`src/rtl/rsa_job_ctrl.sv`:
```
// RSA job sequencer: accepts one operand-ready request at a time, starts mon_exp,
// hands the answer to the serialiser and waits for the UART to drain before re-arming.
module rsa_job_ctrl #(
  parameter int BITLEN    = 256,
  parameter int TX_BYTES  = BITLEN / 8,
  parameter int TIMEOUT_W = 24,
  parameter int DROP_W    = 8
) (
  input  logic              clk_i,
  input  logic              rst_i,
  input  logic              req_valid_i,
  output logic              mp_start_o,
  input  logic              mp_stop_i,
  input  logic [BITLEN-1:0] mp_ans_i,
  output logic              tx_start_o,
  output logic [BITLEN-1:0] tx_bytes_o,
  input  logic              tx_byte_valid_i,
  input  logic              uart_busy_i,
  output logic              busy_o,
  output logic              rx_gate_o,
  output logic [DROP_W-1:0] drop_count_o,
  output logic              timeout_o
);

  localparam int                   CNT_W     = $clog2(TX_BYTES + 1);
  localparam logic [CNT_W-1:0]     LAST_BYTE = CNT_W'(TX_BYTES - 1);
  localparam logic [TIMEOUT_W-1:0] WD_MAX    = '1;
  localparam logic [DROP_W-1:0]    DROP_MAX  = '1;

  typedef enum logic [2:0] {
    IDLE,
    START,
    COMPUTE,
    LOAD,
    SEND,
    DRAIN
  } state_e;

  state_e              state_q, state_d;
  logic [TIMEOUT_W-1:0] wd_q, wd_d;
  logic [CNT_W-1:0]    byte_cnt_q, byte_cnt_d;
  logic                quiet_q, quiet_d;
  logic [BITLEN-1:0]   tx_bytes_q, tx_bytes_d;
  logic [DROP_W-1:0]   drop_q, drop_d;
  logic                timeout_q, timeout_d;

  always_ff @(posedge clk_i) begin
    if (rst_i) begin
      state_q    <= IDLE;
      wd_q       <= '0;
      byte_cnt_q <= '0;
      quiet_q    <= 1'b0;
      tx_bytes_q <= '0;
      drop_q     <= '0;
      timeout_q  <= 1'b0;
    end else begin
      state_q    <= state_d;
      wd_q       <= wd_d;
      byte_cnt_q <= byte_cnt_d;
      quiet_q    <= quiet_d;
      tx_bytes_q <= tx_bytes_d;
      drop_q     <= drop_d;
      timeout_q  <= timeout_d;
    end
  end

  always_comb begin
    state_d    = state_q;
    wd_d       = wd_q;
    byte_cnt_d = byte_cnt_q;
    quiet_d    = quiet_q;
    tx_bytes_d = tx_bytes_q;
    drop_d     = drop_q;
    timeout_d  = timeout_q;

    case (state_q)
      IDLE: begin
        if (req_valid_i) begin
          state_d   = START;
          timeout_d = 1'b0;
        end
      end
      START: begin
        state_d    = COMPUTE;
        wd_d       = '0;
        byte_cnt_d = '0;
      end
      COMPUTE: begin
        wd_d = wd_q + TIMEOUT_W'(1);
        // A stop arriving on the terminal-count cycle still completes the job.
        if (mp_stop_i) begin
          tx_bytes_d = mp_ans_i;
          state_d    = LOAD;
        end else if (wd_q == WD_MAX) begin
          timeout_d = 1'b1;
          state_d   = IDLE;
        end
      end
      LOAD: begin
        state_d = SEND;
      end
      SEND: begin
        if (tx_byte_valid_i) begin
          byte_cnt_d = byte_cnt_q + CNT_W'(1);
          if (byte_cnt_q == LAST_BYTE) begin
            state_d = DRAIN;
            quiet_d = 1'b0;
          end
        end
      end
      DRAIN: begin
        // quiet_q marks one idle UART cycle already seen; a second one releases.
        if (uart_busy_i) begin
          quiet_d = 1'b0;
        end else if (quiet_q) begin
          quiet_d = 1'b0;
          state_d = IDLE;
        end else begin
          quiet_d = 1'b1;
        end
      end
      default: begin
        state_d = IDLE;
      end
    endcase

    if (req_valid_i && (state_q != IDLE) && (drop_q != DROP_MAX)) begin
      drop_d = drop_q + DROP_W'(1);
    end
  end

  assign mp_start_o   = (state_q == START);
  assign tx_start_o   = (state_q == LOAD);
  assign busy_o       = (state_q != IDLE);
  assign rx_gate_o    = (state_q == IDLE);
  assign tx_bytes_o   = tx_bytes_q;
  assign drop_count_o = drop_q;
  assign timeout_o    = timeout_q;

endmodule

```
`config.mk`:
```
export PLATFORM = sky130hd
export DESIGN_NAME = rsa_job_ctrl
export DESIGN_NICKNAME = d
export VERILOG_FILES = /design/src/rtl/rsa_job_ctrl.sv
export SDC_FILE = /design/constraint.sdc
export NUM_CORES = 1
export LEC_CHECK = 0
export BUFFER_PORTS_ARGS = -buffer_cell sky130_fd_sc_hd__buf_2
export CAP_MARGIN = 5
export CELL_PAD_IN_SITES_DETAIL_PLACEMENT = 2
export CELL_PAD_IN_SITES_GLOBAL_PLACEMENT = 2
export CORE_UTILIZATION = 24
export DETAILED_ROUTE_END_ITERATION = 8
export PLACE_DENSITY_LB_ADDON = 0.12
export SLEW_MARGIN = 20
export SYNTH_ARGS = -nofsm -noshare
export SYNTH_HDL_FRONTEND = slang
export SYNTH_SLANG_ARGS = --single-unit
```
`constraint.sdc`:
```
create_clock -name clk_i -period 2.55 [get_ports clk_i]
set_input_delay 0.3825 -clock clk_i [delete_from_list [all_inputs] [get_ports clk_i]]
set_output_delay 0.3825 -clock clk_i [all_outputs]
set_load 0.005 [all_outputs]
```
[Word level (Yosys, flattened, before mapping)]
Cells that the tools add are included.
Storage, ports and cells
  output and inout bits: 269
  input bits: 262
  logic and storage cells: 59
  register bits: 299
Operators by class
  multiplexer cells: 20
  equality and inequality tests: 16
  reductions and logical operators: 13
  add/subtract/negate cells: 3
Operators by type and width (number)
  case mux 24 bit (2 select lines): 1
  adder 24 x 1 -> 24 bit, second input constant: 1
  equality test 24 bit, second input constant: 1
  two-way mux 3 bit: 7
  case mux 3 bit (6 select lines): 1
  inequality test 2 bit, second input constant: 7
  case mux 6 bit (2 select lines): 1
  adder 8 x 1 -> 8 bit, second input constant: 1
  inequality test 8 bit, second input constant: 1
  nonzero test 2 bit: 4
  two-way mux 1 bit: 7
  adder 6 x 1 -> 6 bit, second input constant: 1
  equality test 3 x 2 -> 1 bit, second input constant: 2
  equality test 3 bit, second input constant: 2
  equality test 6 x 5 -> 1 bit, second input constant: 1
  two-way mux 6 bit: 1
  AND reduction 6 bit: 1
  case mux 1 bit (2 select lines): 2
  AND reduction 2 bit: 2
  AND reduction 4 bit: 1
  equality test 3 x 1 -> 1 bit, second input constant: 1
  logical NOT 3 bit: 1
  inequality test 3 bit, second input constant: 1
  AND reduction 3 bit: 1
  2 further kinds: 3

[Depth between registers and ports, before layout]
Gate-level depths: netlist of the first run.
  depth after elaboration: 4
  mapped depth: 8
  depth with buffers taken out: 5

[Worst setup path before layout of the first run]
OpenSTA, ideal clock, no wires.
  path kind: reg-to-reg
  from: reg state_q[1]
  to: reg wd_q[14]
  library setup time: 123 ps
  path buffers: 1
  path slack: 670 ps
  arrival time: 1756 ps
  stages on the path, launching flop included: 6
  data required time: 2427 ps
  clock period less this slack: 1880 ps
  path through: dfxtp_1 or3b_1 buf_6 nor4_4 nand4_1 mux2_1
Between the ends
  word-level cells in the longest chain between the ends: 2
  elaborated cells between the ends (all ways): 4
  those cells by class: 2 x eq/ne; 1 x mux; 1 x reduce/logical
Ends and longest elaborated chain
  start: declaration: line 39  | state_e state_q, state_d;
  start signal: assignment: line 57  | state_q <= state_d;
  equality test 3 x 2 -> 1 bit / equality test 3 x 1 -> 1 bit (equally long branches): line 76  | case (state_q)
  case mux 24 bit (2 select lines) / nonzero test 2 bit (equally long branches)
  end signal: assignment: line 58  | wd_q <= wd_d;
  end: declaration: line 40  | logic [TIMEOUT_W-1:0] wd_q, wd_d;
Parallel ways exist; a longest one is shown, timed or not.
A chain may end at the register's enable or synchronous reset.

[Worst setup path after layout of the first run]
  from: reg state_q[1]
  to: out mp_start_o
Between the ends
  word-level cells in the longest chain between the ends: 1
Ends and longest elaborated chain
  equality test 3 x 1 -> 1 bit: line 132  | assign mp_start_o = (state_q == START);
  end: declaration: line 12  | output logic mp_start_o,
Every way passes these cells.

==> metrics, run 1 <==
MaxCap Viol Count=0; Worst-Margin Slew=0.679 ns; total grt overflow=0; Reg2Reg Depth=4; area share of the largest cell type after synthesis=0.546; flops & latches, synth=299; row count=77; Mapped Nets=~1600; first-pass GRT wire length=72100 um; DP Worst Slack=between 0.4 and 0.5 ns; Routed WL=47800 um; clock skew=0.00605 ns; Max clock buf depth=3; Core ar.=about 45000 sq um; Max IR drop VDD=0.345 mV; routed vias=11600; WL per Instance=19.1 um; Peak Freq=0.424 GHz; final worst setup slack=between 0.15 and 0.2 ns; share of flip-flops with an asynchronous set or reset=0; status=finished clean; Cell Pwr Density=706 nW/um^2; drt initial violations=368; worst path arrival time=around 2 ns; Synth Cell Area=11000 sq um; min cycle time layout=around 2.4 ns; Synth area leaders=dfxtp_1 55%, nand2_1 18%, a21oi_1 13%, buf_2 1.9%, clkbuf_1 1.7%; number of cells on the worst hold path=3; crit end category=primary output; kind of critical path=flop to primary output; Initial Util=0.246; Residual DRC=0; die span in y=216 um; antenna-violating nets left=0; total CTS buffers=38; Setup-failing EPs final=0; most frequent cells in the layout=534 x nand2_1, 529 x buf_2, 299 x dfxtp_1; initial antenna violation count=21; sequential cell area fraction in the yosys report=0.546; Startpoint Class=flop; Max-slew headroom=0.544; post-CTS setup buffers=0; DR vias/cell=4.62; yosys warns=0; CTS clk-pin slew, worst paths=around 0.060 ns; Pins Over Slew Limit=0; H-tree depth=2; largest net degree at the start of global routing=86; first-pass iteration count of the detailed router=4; RSZ-0062 raised after global routing=false; Distinct cells, synth=50; setup tns final=0 ns; worst-skew pair later-pin latency=0.54 ns; CTS tree=done; fin nets=2149; Die X=216 um; Primary FF master, synth=dfxtp_1; PostCTS Resize Cnt=0; Hold Violations, Final=0; layout cell share with drive strength beyond 1=0.333; Area growth syn-to-layout=41.9%; vias in the first global route=12300; Static Leak=6.71 nW; IO Count=around 530; most common cell after layout, fill and taps aside=nand2_1; clock sinks=299; clock root buffer master=clkbuf_16; class of the worst hold path=input pin to flop; GP Congestion=0.783; IO buf count=530; final worst-path cycle share=0.926; dpl hpwl=roughly 36000 um; post-synthesis cell count=1380; Pwr Total=11.0 mW; Total GRT Usage=0.199; required time of the worst setup path=around 2.2 ns; area leader, netlist=dfxtp_1; syn_area_per_cell=7.94 sq um; Die ar.=46500 sq um; Post-CTS Hold Buffers=0; crit-path max FO=8; Post-synth EDFFs=0
## area by class of cell
cell class,count,area [sq um]
Clock buffer,60,1170
Clock inverter,2,10.0
Inverter,7,26.3
Timing Repair Buffer,563,3060
Tap cell,592,741
Fill cell,5221,29100
Antenna cell,12,30.0
Multi-Input combinational cell,975,4520
Sequential cell,299,5990
## layer usage
| metal | routed length (um) | GRT usage | up-vias |
|---|---|---|---|
| met5 | 131 | 0 | - |
| met4 | 1290 | 0.0747 | 20 |
| met3 | 3860 | 0.0709 | 87 |
| met2 | 23500 | 0.351 | 351 |
| met1 | 19000 | 0.218 | 5568 |
| li1 | - | - | 5560 |
## cell families after synthesis
family / after synthesis / synth area share
AND/OR/NAND/NOR: 645 / 0.243
AO/OA/AOI/OAI: 310 / 0.150
flip-flops: 299 / 0.546
buffers and inverters: 106 / 0.0417
multiplexers: 11 / 0.0109
XOR/XNOR: 6 / 0.00480
adder cells (fa/ha/maj): 3 / 0.00343
## synth_stat cells (6+ instances only)
library cell,count
nand2_1,535
dfxtp_1,299
a21oi_1,275
clkbuf_1,51
buf_2,41
nor2_1,33
nand3_1,15
nand4_1,10
nor3_1,10
inv_1,7
a211oi_1,6
a31o_2,6
buf_1,6
mux2_2,6
o21ai_0,6
## worst max-delay path, cell delays in order (launching register included)
cell	delay [ns]
dfxtp_1	0.38
buf_4	0.20
or3b_2	0.46
inv_1	0.24
buf_2	0.17
## power breakdown
group / internal (mW) / switching, mW / leakage (nW) / total (mW)
Combinational: 0.391 / 0.526 / 3.72 / 0.917
Clock: 3.11 / 2.07 / 0.578 / 5.18
Sequential: 4.80 / 0.0699 / 2.42 / 4.87
## through the flow
step                      instance area (sq um)  hold WS, ns  instances   util
after floorplan                           11000        0.441       1380      -
after global placement                    14300        0.439       2436  0.321
after detailed placement                  14300        0.447       2436  0.321
after CTS                                 15500       0.0356       2498  0.348
after global routing                      15500       0.0536       2507  0.348
final                                     15500       0.0776       2510  0.348
## state kept, by name (all words and copies together) (netlist names)
| signal | flops |
|---|---|
| tx_bytes_o | 256 |
| wd_q | 24 |
| drop_count_o | 8 |
| byte_cnt_q | 6 |
| state_q | 3 |
| quiet_q | 1 |
| timeout_o | 1 |
## path summary, 6_finish.rpt
path	from	end	slack, ns
worst max-delay path	state_q[1]	mp_start_o	0.19
worst min-delay path	mp_ans_i[23]	tx_bytes_o[23]	0.08
worst max register to register	state_q[1]	wd_q[13]	0.45
worst min register to register	tx_bytes_o[236]	tx_bytes_o[236]	0.45
Power figures use the tool's default switching activity.
==> inputs of run 2 (changes only) <==
CELL_PAD_IN_SITES_DETAIL_PLACEMENT = not set   (was 2)
CELL_PAD_IN_SITES_GLOBAL_PLACEMENT = not set   (was 2)
CORE_AREA = 2 2 205 207   (was not set)
CORE_UTILIZATION = not set   (was 24)
DIE_AREA = 0 0 207 209   (was not set)
SKIP_LAST_GASP = 1   (was not set)
==> metrics, run 2 (same netlist as run 1, synthesis figures left out) <==
status=finished clean; initial antenna violation count=7 (-67%); Max clock buf depth=3 (unchanged); layout cell share with drive strength beyond 1=0.332 (-0.000888); Setup-failing EPs final=0 (unchanged); worst-skew pair later-pin latency=0.52 ns (-0.02 ns); Peak Freq=0.417 GHz (-1.5%); Final Util=0.371 (+0.0223); required time of the worst setup path=2.17 ns (about the same); hold_sp=mp_ans_i[112]; Non-Filler Instances=2431 (-3.1%); Reg2Reg Depth=5 (+1); die span in y=209 um (-3.1%); clock share of power=0.484 (+0.012); MaxCap Viol Count=0 (unchanged); DR vias/cell=4.53 (-1.8%); CP max-delay cell=dfxtp_1; drt initial violations=724 (+97%); worst path arrival time=2.01 ns (+0.03 ns); vias in the first global route=10500 (-15%); total CTS buffers=37 (-2.6%); Total GRT Usage=0.173 (-0.0264); GP Congestion=0.773 (-1.3%); crit-path max FO=15 (+7); post-CTS setup buffers=0 (unchanged); Max IR drop VDD=0.473 mV (+37%); net switching power=2.60 mW (-2.3%); IO buf count=530 (unchanged); total grt overflow=0 (unchanged); Die X=207 um (-4.0%); Sw Share=0.235 (-0.00804); Max stage delay on crit path=0.62 ns (+0.16 ns); min cycle time layout=2.40 ns (+0.0351 ns); kind of critical path=flop to primary output; Area growth syn-to-layout=39.8%; first-pass iteration count of the detailed router=4 (unchanged); Filler Cell Count=4470 (-14%); Cell Pwr Density=724 nW/um^2 (+2.6%); Worst-Margin Slew=1.12 ns (+0.437 ns); setup tns final=0 ns (unchanged); Startpoint Class=flop; RSZ-0062 raised after global routing=false; clock root buffer master=clkbuf_16; Initial Util=0.265 (+0.0197); r2r endpoint=tx_bytes_o[245]; number of cells on the worst hold path=3 (unchanged); Reg power frac=0.440 (-0.004); H-tree depth=2 (unchanged); Max-slew headroom=0.256 (-0.288); r2r setup slk=0.21 ns (-0.24 ns); Routed WL=39300 um (-18%); routed vias=11000 (-4.9%); Hold Path End=tx_bytes_o[112]; Core ar.=41300 sq um (-7.4%); WL per Instance=16.2 um (-15%); Buf/Inv on CP=2 (-1); most common cell after layout, fill and taps aside=nand2_1; most frequent cells in the layout=534 x nand2_1, 529 x buf_2, 299 x dfxtp_1; Critical Path, Cell by Cell=or3b_2, inv_1, buf_2; Residual DRC=0 (unchanged); CTS clk-pin slew, worst paths=0.06 ns (about the same); fin nets=2130 (-0.88%); first-pass GRT wire length=60200 um (-17%); row count=75 (-2.6%); clock skew=0.00781 ns (+0.00176 ns); Reg-to-Reg Start=state_q[1]; combinational share of power=0.076 (-0.008); PostCTS Resize Cnt=0 (unchanged); Post-CTS Hold Buffers=0 (unchanged); antenna-violating nets left=0 (unchanged); crit end category=primary output; largest net degree at the start of global routing=194 (+130%); P_int=8.48 mW (+2.1%); dpl hpwl=27400 um (-23%); kind of cell adding the most delay to the critical path=flip-flops; clock sinks=299 (unchanged); final worst-path cycle share=0.940 (+0.0138); Pins Over Slew Limit=0 (unchanged); class of the worst hold path=input pin to flop; CTS tree=done; Static Leak=6.63 nW (-1.1%); max reg flops=256 (unchanged); DP Cell Count=2365 (-2.9%); Hold Violations, Final=0 (unchanged); IO Count=531 (unchanged); Die ar.=43300 sq um (-7.0%)
-- run 2: cell count changes in the layout (fill, tap and decap cells not counted), sizes merged --
cell and delta:
buf -18, bufinv +4, clkbuf -11, clkinv +7, clkinvlp +2, diode -10
-- run 2: area by class of cell --
class | instances | area (sq um) | area share
sequential | 299 | 5990 | 0.391
multi-input combinational | 975 | 4520 | 0.295
timing repair buffer | 545 | 2850 | 0.186
clock buffer | 49 | 1060 | 0.0693
tap | 539 | 674 | 0.0441
clock inverter | 15 | 184 | 0.0120
inverter | 7 | 26.3 | 0.00172
antenna | 2 | 5.00 | 0.000327
-- run 2: how the worst max path moves through the flow --
stage          cells past startpoint        from         endpoint  slack (ns)
3_5_place_dp                       5  state_q[1]  tx_bytes_o[146]        0.28
3_3_place_gp                       4  state_q[1]         wd_q[13]        0.30
5_1_grt                            3  state_q[0]       mp_start_o        0.02
2_1_floorplan                      5  state_q[1]         wd_q[14]        0.67
4_1_cts                            3  state_q[0]       mp_start_o        0.09
6_report                           3  state_q[0]       mp_start_o        0.15
-- run 2: layer usage --
metal,vias up,GRT usage,wire [um]
met1,5014,0.210,16500
met5,-,0,57
met4,10,0.0635,1120
li1,5523,-,-
met3,73,0.0645,3480
met2,397,0.280,18100
-- run 2: power by group through the flow --
stage | Combinational, mW | Sequential, mW | Clock (mW)
6_report | 0.846 | 4.88 | 5.36
5_1_grt | 0.949 | 4.89 | 5.73
4_1_cts | 0.864 | 4.88 | 5.56
3_5_place_dp | 0.861 | 4.98 | 0
3_3_place_gp | 0.860 | 4.97 | 0
2_1_floorplan | 0.385 | 4.98 | 0
-- run 2: worst min-delay path: cells and delay by family --
| family | cells | cell delay, ns |
|---|---|---|
| simple gates | 1 | 0.04 |
| compound gates | 1 | 0.05 |
| buf+inv | 1 | 0.09 |
-- run 2: stage by stage --
step,hold WS [ns],area (sq um),power (mW),worst slack [ns]
final,0.0875,15300,11.1,0.154
after CTS,0.0383,15300,11.3,0.0866
after global placement,0.439,14100,5.83,0.304
after floorplan,0.441,11000,5.37,0.670
after global routing,0.0565,15300,11.6,0.0220
after detailed placement,0.443,14100,5.84,0.276
